### src/rtl/logic_unit_pkg.sv
// Shared types and constants for the pipelined bitwise logic unit.
package logic_unit_pkg;

  localparam int DEFAULT_WIDTH = 32;

  typedef enum logic [2:0] {
    OP_AND   = 3'd0,
    OP_OR    = 3'd1,
    OP_XOR   = 3'd2,
    OP_NOR   = 3'd3,
    OP_ANDN  = 3'd4,
    OP_PASSA = 3'd5
  } op_e;

  typedef enum logic [1:0] {
    EMPTY = 2'd0,
    ONE   = 2'd1,
    TWO   = 2'd2
  } state_e;

endpackage

### src/rtl/logic_unit_skid.sv
// Two-entry skid buffer; in_ready is a registered function of occupancy only.
module logic_unit_skid
  import logic_unit_pkg::*;
#(
  parameter int W = 8
) (
  input  logic         clock,
  input  logic         reset_n,
  input  logic         in_valid,
  output logic         in_ready,
  input  logic [W-1:0] in_data,
  output logic         out_valid,
  input  logic         out_ready,
  output logic [W-1:0] out_data
);

  state_e       state_reg;
  logic         in_ready_reg;
  logic         out_valid_reg;
  logic [W-1:0] data0_reg;
  logic [W-1:0] data1_reg;
  logic         in_fire;
  logic         out_fire;

  assign in_ready  = in_ready_reg;
  assign out_valid = out_valid_reg;
  assign out_data  = data0_reg;
  assign in_fire   = in_valid && in_ready_reg;
  assign out_fire  = out_valid_reg && out_ready;

  // data0_reg is always the head entry presented downstream.
  always_ff @(posedge clock or negedge reset_n) begin
    if (!reset_n) begin
      state_reg     <= EMPTY;
      in_ready_reg  <= 1'b1;
      out_valid_reg <= 1'b0;
      data0_reg     <= '0;
      data1_reg     <= '0;
    end else begin
      case (state_reg)
        EMPTY: begin
          if (in_fire) begin
            data0_reg     <= in_data;
            out_valid_reg <= 1'b1;
            state_reg     <= ONE;
          end
        end
        ONE: begin
          if (in_fire && out_fire) begin
            data0_reg <= in_data;
          end else if (in_fire) begin
            data1_reg    <= in_data;
            in_ready_reg <= 1'b0;
            state_reg    <= TWO;
          end else if (out_fire) begin
            out_valid_reg <= 1'b0;
            state_reg     <= EMPTY;
          end
        end
        TWO: begin
          if (out_fire) begin
            data0_reg    <= data1_reg;
            in_ready_reg <= 1'b1;
            state_reg    <= ONE;
          end
        end
        default: begin
          state_reg     <= EMPTY;
          in_ready_reg  <= 1'b1;
          out_valid_reg <= 1'b0;
        end
      endcase
    end
  end

endmodule

### src/rtl/logic_unit_pipe.sv
// Bitwise logic unit with a registered two-entry skid output.
// Optional zero/parity flag outputs are enabled by defining LOGIC_UNIT_FLAGS_EN.
module logic_unit_pipe
  import logic_unit_pkg::*;
#(
  parameter int WIDTH = DEFAULT_WIDTH
) (
  input  logic             clock,
  input  logic             reset_n,
  input  logic             in_valid,
  output logic             in_ready,
  input  logic [WIDTH-1:0] in_a,
  input  logic [WIDTH-1:0] in_b,
  input  logic [2:0]       in_op,
  output logic             out_valid,
  input  logic             out_ready,
  output logic [WIDTH-1:0] out_result,
`ifdef LOGIC_UNIT_FLAGS_EN
  output logic             out_zero,
  output logic             out_parity,
`endif
  output logic             out_err
);

  logic [WIDTH-1:0] result;
  logic             err;

  always_comb begin
    result = '0;
    err    = 1'b0;
    case (in_op)
      OP_AND:   result = in_a & in_b;
      OP_OR:    result = in_a | in_b;
      OP_XOR:   result = in_a ^ in_b;
      OP_NOR:   result = ~(in_a | in_b);
      OP_ANDN:  result = in_a & ~in_b;
      OP_PASSA: result = in_a;
      default: begin
        result = '0;
        err    = 1'b1;
      end
    endcase
  end

`ifdef LOGIC_UNIT_FLAGS_EN
  localparam int PW = WIDTH + 3;
  logic [PW-1:0] in_payload;
  logic [PW-1:0] out_payload;

  assign in_payload = {^result, (result == '0), err, result};
  assign out_parity = out_payload[WIDTH+2];
  assign out_zero   = out_payload[WIDTH+1];
`else
  localparam int PW = WIDTH + 1;
  logic [PW-1:0] in_payload;
  logic [PW-1:0] out_payload;

  assign in_payload = {err, result};
`endif

  assign out_err    = out_payload[WIDTH];
  assign out_result = out_payload[WIDTH-1:0];

  logic_unit_skid #(.W(PW)) u_skid (
    .clock     (clock),
    .reset_n   (reset_n),
    .in_valid  (in_valid),
    .in_ready  (in_ready),
    .in_data   (in_payload),
    .out_valid (out_valid),
    .out_ready (out_ready),
    .out_data  (out_payload)
  );

endmodule

### config.mk
export PLATFORM = sky130hd
export DESIGN_NAME = logic_unit_pipe
export DESIGN_NICKNAME = d
export VERILOG_FILES = /design/src/rtl/logic_unit_pkg.sv /design/src/rtl/logic_unit_skid.sv /design/src/rtl/logic_unit_pipe.sv
export SDC_FILE = /design/constraint.sdc
export NUM_CORES = 1
export LEC_CHECK = 0
export ABC_AREA = 1
export CORE_UTILIZATION = 42
export CTS_BUF_LIST = sky130_fd_sc_hd__clkbuf_8
export CTS_CLUSTER_DIAMETER = 40
export DETAILED_ROUTE_END_ITERATION = 12
export GPL_ROUTABILITY_DRIVEN = 0
export PLACE_DENSITY = 0.66
export SKIP_LAST_GASP = 1
export SLEW_MARGIN = 30
export SYNTH_ARGS = -nofsm -noshare
export SYNTH_HDL_FRONTEND = slang
export SYNTH_SLANG_ARGS = --single-unit
### constraint.sdc
create_clock -name clock -period 2.6 [get_ports clock]
set_input_delay 0.52 -clock clock [delete_from_list [all_inputs] [get_ports clock]]
set_output_delay 0.52 -clock clock [all_outputs]
set_load 0.005 [all_outputs]
==> results.py, run 1 <==
metrics = {
    "status": {
        "run_status": "completed",
    },
    "worst_setup_path": {
        "r2r_cells": 8,
        "max_stage_delay_ns": 0.67,
        "r2r_slack_ns": 0.84,
        "required_ns": 2.91,
        "worst-path-buf-inv": 1,
        "start_kind": "primary input",
        "reg2reg_to": "u_skid.out_data[27]",
        "cpLargestDelayFamily": "simple AND/OR/NAND/NOR gates",
        "path_max_fanout": 64,
        "worst_ep_arrival_time_ns": 2.34,
        "path_class": "in2reg",
        "worst_path_max_delay_cell": "nor2_8",
        "rr_startpoint": "u_skid.state_reg[0]",
        "path_cells": "clkdlybuf4s50_1 > nor2_8 > nand3_1 > nand3_1 > nand2_1 > nand3_1 > nand2_1 > nand2_1",
        "cp-end-kind": "flop",
    },
    "clock_network": {
        "clk_latency_ns": 0.37,
        "post_cts_resized": 0,
        "cts_setup_buffers": 0,
        "cts_sinks": 70,
        "cts_root_buffer": "clkbuf_8",
        "cts_max_path_buffers": 2,
        "cts_hold_buffers": 0,
        "cts_buffers": 9,
        "path_clk_slew_ns": 0.08,
        "h-tree-depth": 3,
        "cts_tree": "yes",
    },
    "sta": {
        "hold_viol_final": 0,
        "slew_violations": 0,
        "finClkSkew_ns": 0.00644,
        "worst_slew_pin_slew_ns": 0.824,
        "rsz0062_at_grt": "false",
        "fin_crit_sh": 0.781,
        "fin_crit_ns": 2.03,
        "slew_headroom": 0.451,
        "final.setup.tns_ns": 0,
        "finalSetupViolCount": 0,
        "max_clock_freq_ghz": 0.492,
    },
    "synth": {
        "async_flop_share": 1.00,
        "ys_types": 25,
        "postSynthCellCount": 902,
        "synth-seq-cells": 70,
        "synth-edff-count": 0,
        "synth_nets": 1005,
        "yosysWarningCount": 0,
        "avgSynthCellArea_um2": 6.34,
        "synthesis.area_mm2": 0.00572,
        "ys_seq_area_frac": 0.306,
        "synth-main-ff-cell": "dfrtp_1",
    },
    "grt": {
        "grt_pass1_vias": 5666,
        "grt_overflow": 0,
        "grt_pass1_wl_um": 28200,
        "antenna_found_initial": 0,
        "grt_max_degree": 71,
        "grtUsageTotal": 0.256,
    },
    "route": {
        "drc": 0,
        "via_per_inst": 5.07,
        "wire_per_inst_um": 14.3,
        "vias": 5892,
        "drtAntennaViolNets": 0,
        "drtIter0Drc": 476,
        "wirelength_um": 16600,
        "firstDrtPassIters": 6,
    },
    "min_path": {
        "hold_path.class": "in2async",
    },
    "floorplanning": {
        "die_h_um": 119,
        "die_area_mm2": 0.0141,
        "pin_count": 106,
        "start_util": 0.432,
        "fp.dieW_um": 119,
        "coreArea_mm2": 0.0132,
        "fp-row-count": 42,
    },
    "final_layout": {
        "seqCellArea_mm2": 0.00175,
        "layout-drive-gt1-share": 0.0487,
        "multi_input_area_mm2": 0.00299,
        "syn2layout_area_growth_pct": 23.6,
        "antenna_cells": 0,
        "nFillCells": 1341,
        "nNetsFinal": 1083,
    },
    "flow_run": {
        "maxCapViolCount": 0,
    },
    "power": {
        "p_leak_nw": 3.93,
        "ir_worst_vdd_mv": 0.309,
        "powerDensity_mw_per_mm2": 359,
        "p_total_w": 0.00254,
    },
    "placement": {
        "hpwl_um": 11300,
        "port_buffers": 105,
    },
}
## layout by cell type, fill, tap and decap left out, drive strengths merged
master,netlist,final
a21oi,35,35
buf,46,20
bufinv,0,1
clkbuf,10,11
clkdlybuf4s50,0,103
clkinv,0,3
dfrtp,69,69
dfstp,1,1
ha,32,32
inv,170,171
nand2,235,235
nand3,161,161
nand4,32,32
nor2,73,73
o211ai,1,1
o21ai,36,36
o22ai,1,1
## per-layer routing
metal	share of wire	track usage
met4	0.013	0.0823
met1	0.45	0.315
met5	0	0
met3	0.052	0.0463
met2	0.49	0.448
## power breakdown
| group | switching (W) | internal [W] |
|---|---|---|
| registers | 0 | 0.00109 |
| clock network | 0.000449 | 0.000487 |
| logic | 0.000301 | 0.000214 |
| total | 0.000749 | 0.00179 |
## kinds of logic after synthesis
kind of cell | share of synthesized area
compound gates | 0.0645
fa+ha+maj | 0.0700
buf+inv | 0.172
flops | 0.306
simple gates | 0.387
## cells in the mapped netlist, drive strengths merged (10+ instances only)
cell	count	area share
buf	46	0.054
clkbuf	10	0.0066
nand2	235	0.16
ha	32	0.070
nand4	32	0.035
nor2	73	0.055
o21ai	36	0.031
inv	170	0.11
a21oi	35	0.031
nand3	161	0.14
dfrtp	69	0.30
## worst max path at each step
stage / startpoint / slack (ns) / endpoint / depth (start not counted)
2_1_floorplan: in_op[2] / 1.14 / u_skid.out_data[6] / 10
3_3_place_gp: in_op[0] / 0.23 / u_skid.data1_reg[11] / 8
3_5_place_dp: in_op[0] / 0.20 / u_skid.out_data[26] / 8
4_1_cts: in_op[0] / 0.60 / u_skid.out_data[26] / 8
5_1_grt: in_op[0] / 0.37 / u_skid.out_data[14] / 8
6_report: in_op[0] / 0.57 / u_skid.out_data[26] / 8
## final cells by class
type	count	share of cell area
multi-input cells	606	0.423
flip-flops and latches	70	0.248
repair buffers	123	0.179
inverters	170	0.0906
well taps	176	0.0312
clock buffers	11	0.0214
clock inverters	5	0.00690
## stage by stage
step                setup slack [ns]  std cells  hold WS (ns)  utilization  cell area [µm²]
floorplan                       1.14        902         0.224            -             5720
global placement               0.228       1145         0.465        0.519             6870
detailed placement             0.204       1145         0.464        0.519             6870
CTS                            0.597       1161        0.0982        0.534             7070
global route                   0.367       1161         0.106        0.534             7070
finish                         0.569       1161        0.0921        0.534             7070
No activity file was read; power rests on OpenSTA's default activity.
==> run 2, diff against run 1 <==
Clock period 2.6 ns to 1.9 ns, I/O delays scaled along.
==> results.py, run 2 (synthesis results as in run 1) <==
metrics = {
    "floorplanning": {
        "start_util": 0.432,
        "coreArea_mm2": 0.0132,
        "fp.dieW_um": 119,
        "die_area_mm2": 0.0141,
        "die_h_um": 119,
        "fp-row-count": 42,
        "pin_count": 106,
    },
    "sta": {
        "fin_crit_ns": 1.78,
        "slew_headroom": 0.721,
        "hold_ws_ns": 0.440,
        "fin_crit_sh": 0.939,
        "finClkSkew_ns": 0.0111,
        "hold_viol_final": 0,
        "max_clock_freq_ghz": 0.561,
        "worst_slew_pin_slew_ns": 0.418,
        "finalSetupViolCount": 0,
        "slew_violations": 0,
        "rsz0062_at_grt": "false",
    },
    "placement": {
        "hpwl_um": 11400,
        "place_area_mm2": 0.00705,
        "placed_cells": 1163,
        "port_buffers": 105,
    },
    "worst_setup_path": {
        "cpLargestDelayFamily": "flip-flops",
        "path_class": "reg2out",
        "rr_startpoint": "u_skid.in_ready",
        "path_cells": "clkdlybuf4s50_1",
        "required_ns": 1.52,
        "worst-path-buf-inv": 1,
        "start_kind": "flop",
        "r2r_slack_ns": 0.36,
        "r2r_cells": 7,
        "reg2reg_to": "u_skid.out_data[32]",
        "max_stage_delay_ns": 0.55,
        "path_max_fanout": 3,
        "worst_ep_arrival_time_ns": 1.40,
        "worst_path_max_delay_cell": "dfstp_2",
        "cp-end-kind": "primary output",
    },
    "grt": {
        "grt_overflow": 0,
        "grtUsageTotal": 0.244,
        "grt_max_degree": 45,
        "grt_pass1_vias": 5638,
        "grt_pass1_wl_um": 27100,
        "antenna_found_initial": 0,
    },
    "final_layout": {
        "final_cell_mix": "233 x nand2_1, 165 x inv_1, 160 x nand3_1",
        "final_area_mm2": 0.00730,
        "nFillCells": 1298,
        "stdcell_count": 1180,
        "antenna_cells": 0,
        "syn2layout_area_growth_pct": 27.5,
        "layout-drive-gt1-share": 0.0667,
        "final_common_cell": "nand2_1",
        "fin_util": 0.551,
        "nNetsFinal": 1102,
    },
    "route": {
        "wirelength_um": 16100,
        "via_per_inst": 5.02,
        "vias": 5921,
        "drtIter0Drc": 349,
        "drc": 0,
        "drtAntennaViolNets": 0,
        "firstDrtPassIters": 5,
        "wire_per_inst_um": 13.7,
    },
    "min_path": {
        "hold_path.class": "in2async",
    },
    "clock_network": {
        "cts_sinks": 70,
        "path_clk_slew_ns": 0.08,
        "cts_max_path_buffers": 2,
        "clk_latency_ns": 0.37,
        "cts_setup_buffers": 0,
        "cts_root_buffer": "clkbuf_8",
        "h-tree-depth": 3,
        "cts_buffers": 9,
        "cts_tree": "yes",
    },
    "power": {
        "powerDensity_mw_per_mm2": 500,
        "p_leak_nw": 4.04,
        "ir_worst_vdd_mv": 0.418,
        "p_total_w": 0.00365,
    },
    "status": {
        "run_status": "completed",
    },
    "flow_run": {
        "maxCapViolCount": 0,
    },
}
run 2: cell types whose count changed in the layout (fill, tap and decap cells not counted), sizes merged:
cell / previous run / this run
dlygate4sd3: 0 / 1
inv: 171 / 170
clkinvlp: 0 / 1
clkinv: 3 / 2
buf: 20 / 38
bufinv: 1 / 2
run 2: metal layers:
metal,share of wire,track usage,wire [µm]
met5,0,0,0
met1,0.45,0.300,7220
met2,0.48,0.431,7770
met4,0.013,0.0570,203
met3,0.059,0.0531,957
run 2: repair_timing:
| action | CTS | global route |
|---|---|---|
| hold endpoints to repair | 19 | 0 |
| hold buffers | 1 | 0 |
| gates resized for setup | 0 | 0 |
run 2: per-stage QoR:
step,worst slack (ns),setup TNS [ns]
2_1_floorplan,0.471,0
3_3_place_gp,-0.0558,-0.908
3_5_place_dp,-0.0615,-1.43
4_1_cts,0.0878,0
5_1_grt,0.0691,0
6_report,0.117,0
run 2: worst max path at each step:
stage / from / endpoint / slack [ns] / depth (start not counted)
floorplan: u_skid.in_ready / u_skid.data1_reg[0] / 0.47 / 6
global placement: in_op[2] / u_skid.out_data[21] / -0.06 / 9
detailed placement: in_op[2] / u_skid.out_data[19] / -0.06 / 9
CTS: u_skid.in_ready / in_ready / 0.09 / 1
global route: u_skid.in_ready / in_ready / 0.07 / 1
finish: u_skid.in_ready / in_ready / 0.12 / 1
run 2: final cells by class:
cell class / instances / area [µm²] / area share
Tap cell: 176 / 220 / 0.0302
Sequential cell: 70 / 1750 / 0.240
Clock inverter: 5 / 81.3 / 0.0111
Inverter: 170 / 641 / 0.0878
Clock buffer: 11 / 151 / 0.0207
Multi-Input combinational cell: 606 / 2990 / 0.410
Timing Repair Buffer: 142 / 1460 / 0.200
run 2: power breakdown:
part           leakage (nW)  internal (W)  switching (W)
registers             0.802       0.00149              0
clock network         0.116      0.000811       0.000621
logic                  3.12      0.000321       0.000409
total                  4.04       0.00262        0.00103
==> run 3, diff against run 2 <==
Settings changed: ABC_CLOCK_PERIOD_IN_PS from default to 1900, MAX_ROUTING_LAYER from default to met4, SKIP_LAST_GASP 1 to default.
==> results.py, run 3 (synthesis results as in run 1) <==
metrics = {
    "status": {
        "run_status": "completed",
    },
    "worst_setup_path": {
        "path_max_fanout": 3,
        "required_ns": 1.52,
        "startpoint": "u_skid.in_ready",
        "worst-path-buf-inv": 1,
        "rr_startpoint": "u_skid.in_ready",
        "worst-path-stages": 1,
        "path_cells": "clkdlybuf4s50_1",
        "r2r_cells": 7,
        "reg2reg_to": "u_skid.out_data[32]",
        "start_kind": "flop",
        "cp-end-kind": "primary output",
        "path_class": "reg2out",
        "cp-endpoint": "in_ready",
        "worst_ep_arrival_time_ns": 1.40,
        "cpLargestDelayFamily": "flip-flops",
        "max_stage_delay_ns": 0.55,
        "worst_path_max_delay_cell": "dfstp_2",
        "r2r_slack_ns": 0.35,
    },
    "clock_network": {
        "cts_hold_buffers": 1,
        "h-tree-depth": 3,
        "cts_setup_buffers": 0,
        "cts_root_buffer": "clkbuf_8",
        "cts_tree": "yes",
        "clk_latency_ns": 0.37,
        "cts_sinks": 70,
        "cts_max_path_buffers": 2,
        "path_clk_slew_ns": 0.08,
        "post_cts_resized": 0,
        "cts_buffers": 9,
    },
    "sta": {
        "slew_violations": 0,
        "hold_viol_final": 0,
        "worst_slew_pin_slew_ns": 0.420,
        "finalSetupViolCount": 0,
        "rsz0062_at_grt": "false",
        "hold_ws_ns": 0.440,
        "max_clock_freq_ghz": 0.561,
        "slew_headroom": 0.720,
        "fin_crit_ns": 1.78,
        "finClkSkew_ns": 0.0111,
        "setup_slack_ns": 0.116,
        "fin_crit_sh": 0.939,
    },
    "route": {
        "wirelength_um": 16100,
        "drtAntennaViolNets": 0,
        "wire_per_inst_um": 13.7,
        "via_per_inst": 5.00,
        "drc": 0,
        "firstDrtPassIters": 5,
        "vias": 5905,
        "drtIter0Drc": 342,
    },
    "final_layout": {
        "nFillCells": 1298,
        "fin_util": 0.551,
        "stdcell_count": 1180,
        "syn2layout_area_growth_pct": 27.5,
        "final_cell_mix": "233 x nand2_1, 165 x inv_1, 160 x nand3_1",
        "antenna_cells": 0,
        "final_common_cell": "nand2_1",
        "layout-drive-gt1-share": 0.0667,
        "nNetsFinal": 1102,
    },
    "grt": {
        "grtUsageTotal": 0.251,
        "antenna_found_initial": 0,
        "grt_overflow": 0,
        "grt_max_degree": 45,
        "grt_pass1_vias": 5637,
        "grt_pass1_wl_um": 27100,
    },
    "power": {
        "p_switching_w": 0.00103,
        "p_leak_nw": 4.04,
        "internal_power_w": 0.00262,
        "clockPowerShare": 0.392,
        "ir_worst_vdd_mv": 0.418,
        "p_comb_frac": 0.200,
        "p_sw_frac": 0.282,
        "seq_power_share": 0.408,
        "powerDensity_mw_per_mm2": 500,
    },
    "floorplanning": {
        "start_util": 0.432,
        "die_h_um": 119,
        "die_area_mm2": 0.0141,
        "pin_count": 106,
        "fp.dieW_um": 119,
        "coreArea_mm2": 0.0132,
        "fp-row-count": 42,
    },
    "placement": {
        "pre_cts_ws_ns": -0.0615,
        "port_buffers": 105,
        "placed_cells": 1163,
        "hpwl_um": 11400,
    },
    "min_path": {
        "hold_path.class": "in2async",
    },
    "flow_run": {
        "maxCapViolCount": 0,
    },
}
run 3: how the worst min path moves through the flow:
stage | from | to | depth (start not counted)
floorplan | reset_n | u_skid.data1_reg[0] | 0
finish | reset_n | u_skid.data1_reg[23] | 2
detailed placement | reset_n | u_skid.data1_reg[23] | 1
global route | reset_n | u_skid.data1_reg[23] | 2
global placement | reset_n | u_skid.data1_reg[23] | 1
CTS | reset_n | u_skid.data1_reg[23] | 2
run 3: per-layer routing:
| layer | share of wire | up-vias | global-route usage |
|---|---|---|---|
| li1 | - | 3026 | - |
| met1 | 0.45 | 2684 | 0.302 |
| met2 | 0.48 | 176 | 0.430 |
| met3 | 0.056 | 19 | 0.0502 |
| met4 | 0.012 | 0 | 0.0570 |
| met5 | 0 | - | - |
run 3: stage by stage:
stage	setup TNS, ns	instance area [µm²]	total power, W
2_1_floorplan	0	5720	0.00193
6_report	0	7300	0.00365
3_3_place_gp	-0.908	7050	0.00224
4_1_cts	0	7300	0.00370
3_5_place_dp	-1.43	7050	0.00225
5_1_grt	0	7300	0.00383
run 3: area by class of cell:
type	count	area, µm²	share of cell area
repair buffers	142	1460	0.200
clock buffers	11	151	0.0207
multi-input cells	606	2990	0.410
flip-flops and latches	70	1750	0.240
well taps	176	220	0.0302
inverters	170	641	0.0878
clock inverters	5	81.3	0.0111
run 3: power groups by stage:
stage / clock, W / combinational (W) / sequential (W)
after floorplan: 0 / 0.000410 / 0.00152
after CTS: 0.00148 / 0.000733 / 0.00149
after global routing: 0.00152 / 0.000823 / 0.00149
after global placement: 0 / 0.000721 / 0.00152
after detailed placement: 0 / 0.000727 / 0.00152
final: 0.00143 / 0.000730 / 0.00149
